[src/rtl/line_sequencer_if.sv]
// Bundle between the line sequencer and its neighbours: command intake,
// Bresenham error-unit control/return, and the pixel output stream.
interface line_sequencer_if #(
  parameter int WIDTH = 10
);
  logic             cmd_valid;
  logic             cmd_ready;
  logic [WIDTH-1:0] cmd_x0;
  logic [WIDTH-1:0] cmd_y0;
  logic [WIDTH-1:0] cmd_x1;
  logic [WIDTH-1:0] cmd_y1;

  logic             eu_rst;
  logic             eu_start;
  logic [WIDTH-1:0] eu_deltax;
  logic [WIDTH-1:0] eu_deltay;
  logic [WIDTH-1:0] eu_ystep;
  logic [WIDTH-1:0] eu_x0;
  logic [WIDTH-1:0] eu_xcount;
  logic             eu_last_count;
  logic [WIDTH-1:0] eu_y;
  logic             eu_step;

  logic             pix_valid;
  logic             pix_ready;
  logic [WIDTH-1:0] pix_x;
  logic [WIDTH-1:0] pix_y;
  logic             pix_last;
  logic             busy;

  modport master (
    input  cmd_valid, cmd_x0, cmd_y0, cmd_x1, cmd_y1,
    input  eu_y, eu_step, pix_ready,
    output cmd_ready, eu_rst, eu_start,
    output eu_deltax, eu_deltay, eu_ystep, eu_x0,
    output eu_xcount, eu_last_count,
    output pix_valid, pix_x, pix_y, pix_last, busy
  );

  modport slave (
    output cmd_valid, cmd_x0, cmd_y0, cmd_x1, cmd_y1,
    output eu_y, eu_step, pix_ready,
    input  cmd_ready, eu_rst, eu_start,
    input  eu_deltax, eu_deltay, eu_ystep, eu_x0,
    input  eu_xcount, eu_last_count,
    input  pix_valid, pix_x, pix_y, pix_last, busy
  );
endinterface

[src/rtl/line_sequencer.sv]
// Line command sequencer: octant setup, error-unit stepping, pixel FIFO.
// Optional SCREEN_CLIP_EN drops pixels outside H_RES x V_RES.
module line_sequencer #(
  parameter int WIDTH     = 10,
  parameter int OUT_DEPTH = 2
`ifdef SCREEN_CLIP_EN
  ,
  parameter int H_RES     = 640,
  parameter int V_RES     = 480
`endif
) (
  input logic clk,
  input logic rst,
  line_sequencer_if.master bus
);

  localparam int AW = $clog2(OUT_DEPTH);
  localparam int EW = 2 * WIDTH + 1;
  localparam logic [AW:0] START_LIM = (AW+1)'(OUT_DEPTH - 1);
  localparam logic [AW:0] FULL_LIM  = (AW+1)'(OUT_DEPTH);

  typedef enum logic [2:0] {
    IDLE, SETUP, CLEAR, RUN, DRAIN
  } state_t;

  state_t state, state_nx;

  logic [WIDTH-1:0] x0, y0, x1, y1;
  logic             steep;
  logic [WIDTH-1:0] deltax, deltay, ystep;
  logic [WIDTH-1:0] ox0, ox1, xcount;

  logic [EW-1:0] mem [OUT_DEPTH];
  logic [AW-1:0] rd_ptr, wr_ptr;
  logic [AW:0]   count;
  logic [EW-1:0] head;

  logic          start, step_ok, last_cnt;
  logic          push, pop, drained;
  logic [EW-1:0] push_data;
  logic [WIDTH-1:0] px, py;

  logic signed [WIDTH:0] dx, dy, adx, ady;
  logic             s_steep, swap;
  logic [WIDTH-1:0] sx0, sy0, sx1, sy1;
  logic [WIDTH-1:0] ax0, ay0, ax1, ay1;

  always_comb begin
    dx      = $signed({1'b0, x1}) - $signed({1'b0, x0});
    dy      = $signed({1'b0, y1}) - $signed({1'b0, y0});
    adx     = dx[WIDTH] ? -dx : dx;
    ady     = dy[WIDTH] ? -dy : dy;
    s_steep = ady > adx;
    sx0     = s_steep ? y0 : x0;
    sy0     = s_steep ? x0 : y0;
    sx1     = s_steep ? y1 : x1;
    sy1     = s_steep ? x1 : y1;
    swap    = sx0 > sx1;
    ax0     = swap ? sx1 : sx0;
    ay0     = swap ? sy1 : sy0;
    ax1     = swap ? sx0 : sx1;
    ay1     = swap ? sy0 : sy1;
  end

  assign last_cnt = (state == RUN) && (xcount == ox1);
  assign px       = steep ? bus.eu_y : xcount;
  assign py       = steep ? xcount : bus.eu_y;
  assign pop      = (count != '0) && bus.pix_ready;

  always_comb begin
    state_nx      = state;
    start         = 1'b0;
    step_ok       = 1'b0;
    bus.cmd_ready = 1'b0;
    bus.eu_rst    = 1'b0;
    case (state)
      IDLE: begin
        bus.cmd_ready = 1'b1;
        if (bus.cmd_valid) state_nx = SETUP;
      end
      SETUP: state_nx = CLEAR;
      CLEAR: begin
        bus.eu_rst = 1'b1;
        state_nx   = RUN;
      end
      RUN: begin
        // keep one slot free so a step can always be absorbed
        start   = count < START_LIM;
        step_ok = start && bus.eu_step;
        if (step_ok && last_cnt) state_nx = DRAIN;
      end
      DRAIN: if (drained) state_nx = IDLE;
      default: state_nx = IDLE;
    endcase
  end

`ifdef SCREEN_CLIP_EN
  localparam logic [WIDTH:0] H_LIM = (WIDTH+1)'(H_RES);
  localparam logic [WIDTH:0] V_LIM = (WIDTH+1)'(V_RES);

  logic               pend_valid, pend_load, pend_clear, in_b;
  logic [2*WIDTH-1:0] pend_data;

  assign in_b    = ({1'b0, px} < H_LIM) && ({1'b0, py} < V_LIM);
  assign drained = (count == '0) && !pend_valid;

  // in-bounds pixels are contiguous along a line, so holding one back
  // until the next step tells whether it is the last visible one
  always_comb begin
    push       = 1'b0;
    push_data  = '0;
    pend_load  = 1'b0;
    pend_clear = 1'b0;
    if (step_ok) begin
      if (in_b) begin
        pend_load = 1'b1;
        if (pend_valid) begin
          push      = 1'b1;
          push_data = {pend_data, 1'b0};
        end
      end else if (pend_valid) begin
        push       = 1'b1;
        push_data  = {pend_data, 1'b1};
        pend_clear = 1'b1;
      end
    end else if (state == DRAIN && pend_valid && count < FULL_LIM) begin
      push       = 1'b1;
      push_data  = {pend_data, 1'b1};
      pend_clear = 1'b1;
    end
  end

  always_ff @(posedge clk or posedge rst) begin
    if (rst) begin
      pend_valid <= 1'b0;
      pend_data  <= '0;
    end else if (pend_load) begin
      pend_valid <= 1'b1;
      pend_data  <= {px, py};
    end else if (pend_clear) begin
      pend_valid <= 1'b0;
    end
  end
`else
  assign drained   = (count == '0);
  assign push      = step_ok;
  assign push_data = {px, py, last_cnt};
`endif

  always_ff @(posedge clk or posedge rst) begin
    if (rst) begin
      state  <= IDLE;
      x0     <= '0;
      y0     <= '0;
      x1     <= '0;
      y1     <= '0;
      steep  <= 1'b0;
      deltax <= '0;
      deltay <= '0;
      ystep  <= '0;
      ox0    <= '0;
      ox1    <= '0;
      xcount <= '0;
      rd_ptr <= '0;
      wr_ptr <= '0;
      count  <= '0;
    end else begin
      state <= state_nx;
      if (state == IDLE && bus.cmd_valid) begin
        x0 <= bus.cmd_x0;
        y0 <= bus.cmd_y0;
        x1 <= bus.cmd_x1;
        y1 <= bus.cmd_y1;
      end
      if (state == SETUP) begin
        steep  <= s_steep;
        deltax <= ax1 - ax0;
        deltay <= (ay1 > ay0) ? ay1 - ay0 : ay0 - ay1;
        ystep  <= (ay0 < ay1) ? WIDTH'(1) : '1;
        ox0    <= ax0;
        ox1    <= ax1;
        xcount <= ax0;
      end
      if (step_ok && !last_cnt) xcount <= xcount + 1'b1;
      if (push) wr_ptr <= wr_ptr + 1'b1;
      if (pop)  rd_ptr <= rd_ptr + 1'b1;
      case ({push, pop})
        2'b10:   count <= count + 1'b1;
        2'b01:   count <= count - 1'b1;
        default: count <= count;
      endcase
    end
  end

  always_ff @(posedge clk) begin
    if (push) mem[wr_ptr] <= push_data;
  end

  assign head = (count != '0) ? mem[rd_ptr] : '0;

  assign bus.eu_start      = start;
  assign bus.eu_deltax     = deltax;
  assign bus.eu_deltay     = deltay;
  assign bus.eu_ystep      = ystep;
  assign bus.eu_x0         = ox0;
  assign bus.eu_xcount     = xcount;
  assign bus.eu_last_count = last_cnt;
  assign bus.pix_valid     = (count != '0);
  assign bus.pix_x         = head[EW-1 -: WIDTH];
  assign bus.pix_y         = head[WIDTH -: WIDTH];
  assign bus.pix_last      = head[0];
  assign bus.busy          = (state != IDLE) || (count != '0);

endmodule

[src/flat_wrapper.sv]
// flat-port wrapper written by rule: the top's interface ports become plain ports
module line_sequencer_flat 
#(
  parameter int WIDTH     = 10,
  parameter int OUT_DEPTH = 2

)
  (clk, rst, bus_cmd_valid, bus_cmd_x0, bus_cmd_y0, bus_cmd_x1, bus_cmd_y1, bus_eu_y, bus_eu_step, bus_pix_ready, bus_cmd_ready, bus_eu_rst, bus_eu_start, bus_eu_deltax, bus_eu_deltay, bus_eu_ystep, bus_eu_x0, bus_eu_xcount, bus_eu_last_count, bus_pix_valid, bus_pix_x, bus_pix_y, bus_pix_last, bus_busy);
  line_sequencer_if #(.WIDTH(WIDTH)) bus_i ();
  input logic clk;
  input logic rst;
  input wire logic [$bits(bus_i.cmd_valid)-1:0] bus_cmd_valid;
  input wire logic [$bits(bus_i.cmd_x0)-1:0] bus_cmd_x0;
  input wire logic [$bits(bus_i.cmd_y0)-1:0] bus_cmd_y0;
  input wire logic [$bits(bus_i.cmd_x1)-1:0] bus_cmd_x1;
  input wire logic [$bits(bus_i.cmd_y1)-1:0] bus_cmd_y1;
  input wire logic [$bits(bus_i.eu_y)-1:0] bus_eu_y;
  input wire logic [$bits(bus_i.eu_step)-1:0] bus_eu_step;
  input wire logic [$bits(bus_i.pix_ready)-1:0] bus_pix_ready;
  output wire logic [$bits(bus_i.cmd_ready)-1:0] bus_cmd_ready;
  output wire logic [$bits(bus_i.eu_rst)-1:0] bus_eu_rst;
  output wire logic [$bits(bus_i.eu_start)-1:0] bus_eu_start;
  output wire logic [$bits(bus_i.eu_deltax)-1:0] bus_eu_deltax;
  output wire logic [$bits(bus_i.eu_deltay)-1:0] bus_eu_deltay;
  output wire logic [$bits(bus_i.eu_ystep)-1:0] bus_eu_ystep;
  output wire logic [$bits(bus_i.eu_x0)-1:0] bus_eu_x0;
  output wire logic [$bits(bus_i.eu_xcount)-1:0] bus_eu_xcount;
  output wire logic [$bits(bus_i.eu_last_count)-1:0] bus_eu_last_count;
  output wire logic [$bits(bus_i.pix_valid)-1:0] bus_pix_valid;
  output wire logic [$bits(bus_i.pix_x)-1:0] bus_pix_x;
  output wire logic [$bits(bus_i.pix_y)-1:0] bus_pix_y;
  output wire logic [$bits(bus_i.pix_last)-1:0] bus_pix_last;
  output wire logic [$bits(bus_i.busy)-1:0] bus_busy;
  assign bus_i.cmd_valid = bus_cmd_valid;
  assign bus_i.cmd_x0 = bus_cmd_x0;
  assign bus_i.cmd_y0 = bus_cmd_y0;
  assign bus_i.cmd_x1 = bus_cmd_x1;
  assign bus_i.cmd_y1 = bus_cmd_y1;
  assign bus_i.eu_y = bus_eu_y;
  assign bus_i.eu_step = bus_eu_step;
  assign bus_i.pix_ready = bus_pix_ready;
  assign bus_cmd_ready = bus_i.cmd_ready;
  assign bus_eu_rst = bus_i.eu_rst;
  assign bus_eu_start = bus_i.eu_start;
  assign bus_eu_deltax = bus_i.eu_deltax;
  assign bus_eu_deltay = bus_i.eu_deltay;
  assign bus_eu_ystep = bus_i.eu_ystep;
  assign bus_eu_x0 = bus_i.eu_x0;
  assign bus_eu_xcount = bus_i.eu_xcount;
  assign bus_eu_last_count = bus_i.eu_last_count;
  assign bus_pix_valid = bus_i.pix_valid;
  assign bus_pix_x = bus_i.pix_x;
  assign bus_pix_y = bus_i.pix_y;
  assign bus_pix_last = bus_i.pix_last;
  assign bus_busy = bus_i.busy;
  line_sequencer #(.WIDTH(WIDTH), .OUT_DEPTH(OUT_DEPTH)) u_core (.clk(clk), .rst(rst), .bus(bus_i));
endmodule
[config.mk]
export PLATFORM = sky130hd
export DESIGN_NAME = line_sequencer_flat
export DESIGN_NICKNAME = d
export VERILOG_FILES = /design/src/rtl/line_sequencer_if.sv /design/src/rtl/line_sequencer.sv /design/src/flat_wrapper.sv
export SDC_FILE = /design/constraint.sdc
export NUM_CORES = 1
export LEC_CHECK = 0
export CAP_MARGIN = 40
export CORE_ASPECT_RATIO = 2
export CORE_MARGIN = 2
export CORE_UTILIZATION = 35
export DETAILED_ROUTE_END_ITERATION = 6
export GPL_ROUTABILITY_DRIVEN = 0
export GPL_TIMING_DRIVEN = 0
export PLACE_DENSITY_LB_ADDON = 0.25
export SETUP_SLACK_MARGIN = 0.5
export SKIP_CTS_REPAIR_TIMING = 1
export SYNTH_ARGS = -nofsm -noshare
export SYNTH_HDL_FRONTEND = slang
export SYNTH_SLANG_ARGS = --single-unit
[constraint.sdc]
create_clock -name clk -period 12.45 [get_ports clk]
set_input_delay 2.49 -clock clk [delete_from_list [all_inputs] [get_ports clk]]
set_output_delay 2.49 -clock clk [all_outputs]
set_load 0.02 [all_outputs]
==> results.py <==
metrics = {
    "outcome": {
        "status": "finished clean",
    },
    "run": {
        "maxCapViolCount": 0,
    },
    "worst_hold_path": {
        "min_path_type": "reg -> reg",
        "min_path_cells": 1,
    },
    "timing": {
        "setup_viol": 0,
        "fin_crit_ns": 11.38,
        "rsz0062_at_grt": "yes",
        "final.period_utilization_pct": 91.4,
        "finClkSkew_ns": 0.0109,
        "layout_setup_ws_ns": 1.07,
        "worst_pin_slew_ns": 0.883,
        "relSlewSlack_pct": 39.4,
        "finalSetupTns_ns": 0,
        "hold_violations": 0,
        "fmax_mhz": 87.9,
        "finalMaxSlewViolations": 0,
    },
    "critical_path": {
        "arrival_ns": 11.76,
        "critPathTopFamily": "simple AND/OR/NAND/NOR gates",
        "crit_fanout": 10,
        "r2r_cells": 49,
        "start_kind": "flip-flop",
        "crit_slowest_cell": "mux2i_1",
        "cp.depth": 49,
        "path_buf_inv": 8,
        "cp.required_ns": 12.84,
        "worst_path_largest_cell_delay_ns": 0.79,
        "cp-end-kind": "flip-flop",
        "path_class": "reg -> reg",
    },
    "global_routing": {
        "grt_use_total_pct": 21.3,
        "grt_pass1_vias": 9190,
        "grt_overflow": 0,
        "grt_max_degree": 59,
        "grt_pass1_wl_um": 49700,
        "antenna_found_initial": 0,
    },
    "cells_and_area": {
        "final_common_cell": "nand2_1",
        "multi_input_area_sq_um": 5930,
        "nNetsFinal": 1390,
        "drive_gt1_share_pct": 11.5,
        "regArea_sq_um": 3760,
        "fin_cells": 1638,
        "syn_to_final_growth_pct": 25.0,
        "fill_cells": 2848,
        "final_cell_mix": "nand2_1, clkdlybuf4s50_1, dfrtp_1",
        "n_antenna_cell": 0,
    },
    "routing": {
        "wl_per_cell_um": 19.5,
        "vias": 8778,
        "first_pass_iters": 5,
        "vias_per_cell": 5.36,
        "wl_met1_um": 10200,
        "dr_wl_met2_um": 18200,
        "wirelength_um": 31900,
        "drtAntennaViolNets": 0,
        "wl_met3_um": 1100,
        "top_layer": "met4",
        "drc": 0,
        "drt_iter0_drc": 435,
    },
    "yosys": {
        "synth-edff-count": 42,
        "ys.flop_type": "dfrtp_1",
        "ys_warn_count": 0,
        "syn_inst": 1106,
        "async_reset_ff_share_pct": 70.4,
        "synth_cell_types": 76,
        "syn_nets": 1231,
        "synth-seq-cells": 142,
        "synth_area_sq_um": 10200,
        "ys_seq_area_share_pct": 37.0,
        "syn_avg_cell_area_sq_um": 9.21,
    },
    "floorplan": {
        "floorplan.rows": 88,
        "initial_core_util_pct": 35.4,
        "die_w_um": 125,
        "die_area_sq_um": 30600,
        "ios": 132,
        "die_height_um": 245,
        "coreArea_sq_um": 28700,
    },
    "clocking": {
        "path_clk_slew_ns": 0.07,
        "cts-root-buf": "clkbuf_16",
        "numCtsBuffers": 17,
        "clk_latency_ns": 0.46,
        "htreeDepth": 4,
        "cts.sinks": 142,
        "clockBufferDepth": 2,
        "cts_tree": "yes",
    },
    "place": {
        "portBuffers": 131,
        "pre_cts_ws_ns": -0.450,
        "placedCellCount": 1603,
        "dp_hpwl_um": 26000,
    },
}
-- kinds of logic (layout without fill, tap and decap cells) --
family,Yosys count,count (layout),share of synthesized area (%)
buf+inv,137,309,5.54
xor+xnor,60,60,5.16
simple gates,349,349,16.2
compound gates,216,216,13.8
mux,130,130,13.3
flops,142,142,37.0
fa+ha+maj,72,72,9.09
-- path summary, 6_finish.rpt --
check	startpoint	endpoint	slack (ns)
setup / recovery	u_core.y1[0]	u_core.bus.eu_deltay[9]	1.07
hold / removal	u_core.count[0]	u_core.count[0]	0.48
setup reg to reg	u_core.y1[0]	u_core.bus.eu_deltay[9]	1.07
hold reg to reg	u_core.count[0]	u_core.count[0]	0.48
max in group asynchronous	rst	u_core.bus.eu_deltax[6]	9.29
min in group asynchronous	rst	u_core.bus.eu_deltay[3]	2.46
-- cell type report --
type | instances | area share (%)
Inverter | 76 | 2.26
Clock buffer | 17 | 3.34
Tap cell | 360 | 3.54
Multi-Input combinational cell | 827 | 46.6
Buffer | 61 | 2.49
Clock inverter | 15 | 1.09
Timing Repair Buffer | 140 | 11.1
Sequential cell | 142 | 29.6
-- cell usage after synthesis (12+ instances only) --
cell / instances / area, sq um
nand2_1: 146 / 548
nand3_1: 26 / 130
nor2_1: 88 / 330
mux2_2: 42 / 473
edfxtp_1: 42 / 1260
o21ai_0: 80 / 400
a21oi_1: 43 / 215
ha_1: 66 / 826
xor2_1: 24 / 210
inv_1: 76 / 285
clkbuf_1: 35 / 131
nor3_1: 12 / 60.1
xnor2_1: 36 / 315
dfrtp_1: 100 / 2500
a21o_1: 16 / 120
nand4_1: 12 / 75.1
mux2i_1: 87 / 871
-- registers in the layout, summed over array words and instances (netlist names) --
signal / count
u_core.mem: 42
u_core.bus.eu_deltax: 10
u_core.bus.eu_deltay: 10
u_core.bus.eu_x0: 10
u_core.bus.eu_xcount: 10
u_core.ox1: 10
u_core.x0: 10
u_core.x1: 10
u_core.y0: 10
u_core.y1: 10
u_core.state: 3
u_core.bus.eu_ystep: 2
u_core.count: 2
u_core.rd_ptr: 1
u_core.steep: 1
u_core.wr_ptr: 1
-- per-stage QoR --
step | hold slack [ns] | utilization, % | area, sq um
final | 0.479 | 44.3 | 12700
after global routing | 0.501 | 44.3 | 12700
after CTS | 0.478 | 43.8 | 12600
after detailed placement | 0.463 | 41.9 | 12000
after global placement | 0.453 | 41.6 | 11900
after floorplan | 0.437 | - | 10200
-- per-layer routing --
metal	vias to the layer above	track usage (%)
met5	-	0
met4	0	16.1
met3	121	2.79
met1	4172	18.6
li1	4197	-
met2	288	42.8
Power is left out: the tool's default activity adds up to more than one toggle a clock period on the data nets, which glitch-free logic cannot reach.
==> variant, RTL diff (same settings) <==
`OUT_DEPTH` is set to 2 in 2 places; all go to 1.
--- a/src/rtl/line_sequencer.sv
+++ b/src/rtl/line_sequencer.sv
@@ -4,3 +4,3 @@
   parameter int WIDTH     = 10,
-  parameter int OUT_DEPTH = 2
+  parameter int OUT_DEPTH = 1
 `ifdef SCREEN_CLIP_EN
--- a/src/flat_wrapper.sv
+++ b/src/flat_wrapper.sv
@@ -4,3 +4,3 @@
   parameter int WIDTH     = 10,
-  parameter int OUT_DEPTH = 2
+  parameter int OUT_DEPTH = 1
 
Function: changed (a bounded check fails within 4 cycles, from zero or initial values and one cycle with rst high).
==> variant against the original RTL <==
  * Die area fell by 17%
  * Critical path type unchanged
  * Cell area shrank 19%
  * Highest routed layer unchanged
  * Area after synthesis shrank 18%
  * Sequential cell count is 57 lower
  * Wire length down 12%
  * Worst setup slack got worse by 40 ps
Power is not shown: default switching activity piles up to over one toggle a cycle in this logic, so the estimate is an artifact.
==> variant: results (changes against the original RTL) <==
| Metric | Value |
|---|---|
| Drt initial violations | 393 (-9.7%) |
| Status | finished clean |
| Sequential-to-total area share from yosys stat | 0.253 (-0.116) |
| Largest net degree at the start of global routing | 56 (-5.1%) |
| # port buffers | 98 (-25%) |
| Nets | 1225 (-12%) |
| Synth area leaders | dfrtp_1, ha_1, mux2_2 |
| Slowest CP cell | maj3_1 |
| Post-detail-place hpwl | 22.9 mm (-12%) |
| Async S/R FF share, synth | 1.00 (+0.296) |
| Pre-CTS WS | -310 ps (+140 ps) |
| Worst-skew pair later-pin latency | 370 ps (-90 ps) |
| Synth unique cells | 78 (+2.6%) |
| Placement Cell Area | 0.00986 sq mm (-18%) |
| Worst slew pin tran | 783 ps (-100 ps) |
| Crit-path max cell delay | 430 ps (-360 ps) |
| Top cell types by occurrence after synthesis | nand2_1, dfrtp_1, inv_1 |
| Layout cells sized above 1 | 0.176 (+0.0605) |
| Avg Inst Size Synth | 8.72 sq um (-5.4%) |
| # H-tree levels | 3 (-1) |
| Arrival time worst endpoint | 11670 ps (-90 ps) |
| Final WL | 28.0 mm (-12%) |
| Filler cell count | 2349 (-18%) |
| Total track usage | 0.224 (+0.0115) |
| Wire length of the first global-routing pass | 42.4 mm (-15%) |
==> variant: final cells by class <==
class / count / area, sq um / share of cell area
inverter: 76 / 288 / 0.0279
timing repair buffer: 105 / 1050 / 0.102
tap: 287 / 359 / 0.0349
clock buffer: 9 / 225 / 0.0219
sequential: 85 / 2130 / 0.207
buffer: 82 / 514 / 0.0499
multi-input combinational: 741 / 5640 / 0.548
clock inverter: 7 / 91.3 / 0.00886
==> variant: through the flow <==
step,hold WS [ps],util,TNS [ps]
floorplan,502,-,0
global placement,451,0.414,-694
detailed placement,454,0.416,-750
CTS,473,0.429,-1170
global route,495,0.434,0
finish,472,0.434,0
==> variant: cells by family (layout without fill, tap and decap cells) <==
logic type | Yosys count | count (layout) | synth area share
buffers and inverters | 158 | 279 | 0.0924
muxes | 136 | 136 | 0.174
DFF | 85 | 85 | 0.253
AOI/OAI and AO/OA | 205 | 205 | 0.164
adders and majority gates | 73 | 73 | 0.112
other | 1 | 22 | 0.000447
xor gates and xnor gates | 54 | 54 | 0.0564
and+or+nand+nor | 251 | 251 | 0.147
==> variant: path summary, 6_finish.rpt <==
kind	start	end	slack (ps)	cells past startpoint
setup / recovery	u_core.y1[0]$_DFFE_PP0P_	u_core.bus.eu_deltay[8]$_DFFE_PP0P_	1030	51
min in group asynchronous	rst	u_core.y0[1]$_DFFE_PP0P_	2480	2
max in group asynchronous	rst	u_core.bus.eu_ystep[0]$_DFFE_PP0P_	9350	3
hold / removal	u_core.bus.eu_ystep[0]$_DFFE_PP0P_	u_core.bus.eu_ystep[0]$_DFFE_PP0P_	470	1
hold reg to reg	u_core.bus.eu_ystep[0]$_DFFE_PP0P_	u_core.bus.eu_ystep[0]$_DFFE_PP0P_	470	1
setup reg to reg	u_core.y1[0]$_DFFE_PP0P_	u_core.bus.eu_deltay[8]$_DFFE_PP0P_	1030	51
==> variant: critical path: cells and delay by family, from the launching register on <==
family	cells	cell delay [ps]
compound gates	15	2590
buf+inv	11	2010
fa+ha+maj	7	2250
mux	2	490
flops	1	420
xor+xnor	3	370
simple gates	13	3160
==> variant: metal layers <==
| metal | wire, um | share of wire | GRT usage |
|---|---|---|---|
| met1 | 9270 | 0.33 | 0.208 |
| met2 | 15800 | 0.56 | 0.435 |
| met3 | 740 | 0.026 | 0.0258 |
| met4 | 2210 | 0.079 | 0.164 |
| met5 | 0 | 0 | 0 |
